[src/rtl/gmux_pkg.sv]
// Shared definitions for the gmux selector family: select width, way count and named select codes.
package gmux_pkg;

    localparam int unsigned SEL_W  = 3;
    localparam int unsigned N_WAYS = 8;

    typedef logic [SEL_W-1:0] sel_t;

    localparam sel_t SEL_A = 3'd0;
    localparam sel_t SEL_B = 3'd1;
    localparam sel_t SEL_C = 3'd2;
    localparam sel_t SEL_D = 3'd3;
    localparam sel_t SEL_E = 3'd4;
    localparam sel_t SEL_F = 3'd5;
    localparam sel_t SEL_G = 3'd6;
    localparam sel_t SEL_H = 3'd7;

endpackage

[src/rtl/gmux_2way_16.sv]
// Two-input word selector used as the leaf cell of the 8-way tree: out = sel ? b : a.
module gmux_2way_16 #(
    parameter int unsigned WIDTH = 16
) (
    input  logic [WIDTH-1:0] a,
    input  logic [WIDTH-1:0] b,
    input  logic             sel,
    output logic [WIDTH-1:0] out
);

    assign out = sel ? b : a;

endmodule

[src/rtl/gmux_8way_16.sv]
// 8-input word selector built as a 3-level tree of 2-way muxes, plus a registered copy of the result.
// Optional parity outputs (out_par, out_par_q) are enabled by defining GMUX_8WAY_16_PARITY_EN.
module gmux_8way_16
    import gmux_pkg::*;
#(
    parameter int unsigned WIDTH = 16
) (
    input  logic             clk,
    input  logic             rst,
    input  logic [WIDTH-1:0] a,
    input  logic [WIDTH-1:0] b,
    input  logic [WIDTH-1:0] c,
    input  logic [WIDTH-1:0] d,
    input  logic [WIDTH-1:0] e,
    input  logic [WIDTH-1:0] f,
    input  logic [WIDTH-1:0] g,
    input  logic [WIDTH-1:0] h,
    input  logic [SEL_W-1:0] sel,
`ifdef GMUX_8WAY_16_PARITY_EN
    output logic             out_par,
    output logic             out_par_q,
`endif
    output logic [WIDTH-1:0] out,
    output logic [WIDTH-1:0] out_q
);

    logic [WIDTH-1:0] l1_ab, l1_cd, l1_ef, l1_gh;
    logic [WIDTH-1:0] l2_ad, l2_eh;
    logic [WIDTH-1:0] out_d;

    // Level 1: sel[0] picks within each adjacent pair.
    gmux_2way_16 #(.WIDTH(WIDTH)) u_l1_ab (.a(a), .b(b), .sel(sel[0]), .out(l1_ab));
    gmux_2way_16 #(.WIDTH(WIDTH)) u_l1_cd (.a(c), .b(d), .sel(sel[0]), .out(l1_cd));
    gmux_2way_16 #(.WIDTH(WIDTH)) u_l1_ef (.a(e), .b(f), .sel(sel[0]), .out(l1_ef));
    gmux_2way_16 #(.WIDTH(WIDTH)) u_l1_gh (.a(g), .b(h), .sel(sel[0]), .out(l1_gh));

    gmux_2way_16 #(.WIDTH(WIDTH)) u_l2_ad (.a(l1_ab), .b(l1_cd), .sel(sel[1]), .out(l2_ad));
    gmux_2way_16 #(.WIDTH(WIDTH)) u_l2_eh (.a(l1_ef), .b(l1_gh), .sel(sel[1]), .out(l2_eh));

    gmux_2way_16 #(.WIDTH(WIDTH)) u_l3 (.a(l2_ad), .b(l2_eh), .sel(sel[2]), .out(out));

`ifdef GMUX_8WAY_16_PARITY_EN
    logic out_par_d;

    always_comb begin
        out_d     = out;
        out_par   = ^out;
        out_par_d = out_par;
    end

    always_ff @(posedge clk or posedge rst) begin
        if (rst) begin
            out_q     <= '0;
            out_par_q <= 1'b0;
        end else begin
            out_q     <= out_d;
            out_par_q <= out_par_d;
        end
    end
`else
    always_comb begin
        out_d = out;
    end

    always_ff @(posedge clk or posedge rst) begin
        if (rst) begin
            out_q <= '0;
        end else begin
            out_q <= out_d;
        end
    end
`endif

endmodule

[config.mk]
export PLATFORM = sky130hd
export DESIGN_NAME = gmux_8way_16
export DESIGN_NICKNAME = d
export VERILOG_FILES = /design/src/rtl/gmux_pkg.sv /design/src/rtl/gmux_2way_16.sv /design/src/rtl/gmux_8way_16.sv
export SDC_FILE = /design/constraint.sdc
export NUM_CORES = 1
export LEC_CHECK = 0
export CAP_MARGIN = 15
export CORE_AREA = 2 2 63 65
export DETAILED_ROUTE_END_ITERATION = 10
export DIE_AREA = 0 0 65 67
export DONT_BUFFER_PORTS = 1
export HOLD_SLACK_MARGIN = 0.05
export PLACE_DENSITY = 0.53
export SYNTH_ARGS = -nofsm -noshare
export SYNTH_HDL_FRONTEND = slang
export SYNTH_SLANG_ARGS = --single-unit
[constraint.sdc]
create_clock -name clk -period 1.84 [get_ports clk]
set_input_delay 0.092 -clock clk [delete_from_list [all_inputs] [get_ports clk]]
set_output_delay 0.092 -clock clk [all_outputs]
set_load 0.1 [all_outputs]
Word-level counts from Yosys, hierarchy flattened --
Cells that the tools add are included.
Storage, ports and cells: output and inout bits 32, flip-flop bits (word level) 16, logic and storage cells 8, input port bits 133
Cells by class: muxes and demuxes 7
Operators by type and width (count):
- 2-to-1 mux 16 bit | 7

Longest topological paths before layout --
depth in word-level cells 3, depth in mapped cells 4

Hierarchy --
From an unflattened synthesis, not the netlist that was laid out.
Unflattened totals: cell total of the unflattened synthesis 143, area, all modules 2147.1 um^2
By module, submodules not included:
- gmux_2way_16 | cells an instance 18, times used 7, seq. area each 0.0 um^2, area each 249.0 um^2
- gmux_8way_16 | cells an instance 17, times used 1, seq. area each 400.4 um^2, area each 404.1 um^2

Worst setup path before layout --
Ideal clock, no wire load.
path kind input to register, start in sel[0], end reg out_q[0], arrival time 1.363 ns, stages 4, path buffers 2, setup slack 0.259 ns, required time 1.622 ns, path through buf_6 buf_6 mux4_1 mux2_2
On the way: cells in the longest elaborated chain, start to end 3, elaborated cells on any way between the ends 7
Ends and longest elaborated chain:
- start: declaration | RTL line gmux_8way_16.sv:18 | input logic [SEL_W-1:0] sel,
- 2-to-1 mux 16 bit (2 in series) | RTL line gmux_2way_16.sv:11 | assign out = sel ? b : a;
- 2-to-1 mux 16 bit * | RTL line gmux_2way_16.sv:11
- via out[0] | RTL line gmux_8way_16.sv:23 | output logic [WIDTH-1:0] out,
- end signal: assignment | RTL line gmux_8way_16.sv:69 | out_q <= out_d;
- end: declaration | RTL line gmux_8way_16.sv:24 | output logic [WIDTH-1:0] out_q
The timed path passes the listed nets; every way through them passes the cells marked *.

Final worst setup path --
start in sel[0], end out out[1]
On the way: cells in the longest elaborated chain, start to end 3, elaborated cells on any way between the ends 7
Ends and longest elaborated chain (RTL line):
- 2-to-1 mux 16 bit (2 in series) | gmux_2way_16.sv:11
- 2-to-1 mux 16 bit * | gmux_2way_16.sv:11
- end: declaration | gmux_8way_16.sv:23
Every way passes the cells marked *; elsewhere a longest branch is shown, timed or not.

==> run_results.csv <==
group,metric,value,unit
worst_setup_path,cp.arrival,1.15,ns
final_layout,fin_nets,220,
route,drt-initial-drc-count,35,
worst_setup_path,crit_slowest_cell,"mux4_1",
power,leakage,0.677,nW
route,vias,954,
final_layout,register_area,400,sq um
synthesis,yosys.area_share.simple,0,%
global_routing,grt.overflow.total,0,
synthesis,synth-xor-area-share,0,%
floorplanning,io_pins,165,
worst_setup_path,required,1.75,ns
placement,placed_area,1590,sq um
final_layout,max_flop_register,"out_q",
synthesis,synth_top_family_by_area,"multiplexers",
floorplanning,die_h,67,um
route,drc_errors,0,
final_layout,antennaDiodeCount,0,
route,wl_per_cell,30.6,um
synthesis,syn_inst,74,
route,drt_pass1_iterations,4,
worst_setup_path,path_max_fanout,32,
clocking,cts_tree,"yes",
sta,period_share,67.3,%
synthesis,synth_compound_area_share,0,%
sta,timing.final.hold_violations,0,
power,max-vdd-ir-drop,343,uV
final_layout,multiInputGateArea,1010,sq um
final_layout,fin_area,1640,sq um
worst_setup_path,start_kind,"primary input",
sta,finalMaxSlewViolations,0,
worst_setup_path,critPathCaptureType,"output port",
synthesis,synth-adder-area-share,0,%
synthesis,ys_seq_area_share,27.1,%
worst_setup_path,max_stage_delay,0.54,ns
sta,relSlewSlack,55.7,%
clocking,clk_pin_slew_worst_paths,0.06,ns
clocking,cts_htree_levels,1,
floorplanning,coreArea,3610,sq um
final_layout,area_growth,11.3,%
synthesis,ys_ff_latch,16,
global_routing,grt_max_degree,33,
final_layout,nFillCells,316,
synthesis,synthMuxAreaShare,68.2,%
power,pwr_density_cell,987,nW/um^2
final_layout,largest_registers,"out_q (16)",
status,status,"completed",
sta,fin_ws,0.602,ns
placement,pre_cts_slack,0.475,ns
synthesis,syn-cell-area,1480,sq um
placement,routabilityCongestion,0.695,
sta,timing.fmax,808,MHz
synthesis,syn_avg_cell_area,19.9,sq um
final_layout,drive_above_1_share,45.9,%
floorplanning,die_w,65,um
hold_path,hp-class,"in2async",
job,maxCapViolations,0,
worst_setup_path,worstSetupPathDepth,2,
worst_setup_path,path_cells,"mux4_1, mux2_2",
final_layout,finish.utilization,45.5,%
route,drtAntennaViolNets,0,
placement,dp_hpwl,3270,um
synthesis,yosysWarnings,0,
clocking,clockRootBuffer,"clkbuf_8",
clocking,clock_path_buffers,2,
sta,rsz0062_at_grt,"false",
sta,period_minus_slack,1.24,ns
worst_setup_path,crit_type,"in2out",
sta,worst_pin_slew,0.663,ns
worst_setup_path,path_buf_inv,0,
floorplanning,num_rows,22,
floorplanning,start_util,40.9,%
global_routing,track_usage,17.5,%
final_layout,final_common_cell,"mux4_1",
clocking,cts.sinks,16,
route,vias_per_cell,7.17,
synthesis,synth_cell_types,8,
synthesis,synth.net_count,207,
final_layout,largest_reg_flops,16,
worst_setup_path,path_delay_family,"multiplexers",
global_routing,grt_pass1_wl,5470,um
sta,tns,0,ns
sta,setup_viol_count_final,0,
floorplanning,dieArea,4360,sq um
global_routing,grt_antenna_before_repair,0,
global_routing,grt_pass1_vias,975,
placement,port_buffers,0,
clocking,postCtsSetupBuffers,0,
clocking,numCtsBuffers,3,
final_layout,mostFrequentLayoutCells,"28 x mux4_1, 16 x mux2_2, 16 x dfrtp_1, 16 x buf_4, 4 x mux4_2",
route,wirelength,4080,um
[cell usage after synthesis (all sizes together)]
cell	count	area share (%)
buf	8	4.1
dfrtp	16	27
mux2	16	12
mux4	32	56
inv	1	0.25
clkbuf	1	0.34
[area by class of cell]
| cell class | instances | area share [%] |
|---|---|---|
| inverter | 1 | 0.229 |
| multi-input combinational | 48 | 61.3 |
| sequential | 16 | 24.4 |
| clock buffer | 3 | 2.52 |
| timing repair buffer | 17 | 7.93 |
| tap | 48 | 3.66 |
[stage by stage]
stage,hold slack [ns],power [mW],std cells
after floorplan,0.00574,1.30,74
after global placement,0.109,1.37,129
after detailed placement,0.105,1.38,129
after CTS,0.403,1.64,133
after global routing,0.445,1.68,133
final,0.394,1.62,133
[layer usage]
| metal | track usage (%) | wire (um) | vias up |
|---|---|---|---|
| li1 | - | - | 377 |
| met1 | 18.2 | 1260 | 481 |
| met2 | 31.8 | 2220 | 90 |
| met3 | 6.25 | 534 | 6 |
| met4 | 6.91 | 59 | 0 |
| met5 | 0 | 0 | - |
[final timing paths]
kind                         from       end  slack, ns
max                        sel[0]    out[1]       0.60
min                           rst  out_q[9]       0.39
max in group asynchronous     rst  out_q[1]       1.02
min in group clk           sel[1]  out_q[9]       0.46
[report_power, final]
part	internal (mW)	leakage (nW)	total, mW	switching [mW]
registers	0.397	0.186	0.407	0.0105
clock network	0.145	0.0216	0.255	0.110
logic	0.203	0.469	0.959	0.755
total	0.745	0.677	1.62	0.876
[cells by family after synthesis]
family,Yosys count
buffers and inverters,10
flip-flops,16
multiplexers,48
[timing repair]
| item | in CTS | in global routing |
|---|---|---|
| endpoints found under the hold margin | 16 | 0 |
| resized for setup | 0 | 0 |
| endpoints found under the setup margin | 0 | 0 |
| hold buffers | 1 | 0 |
(Power assumes the default switching activity.)
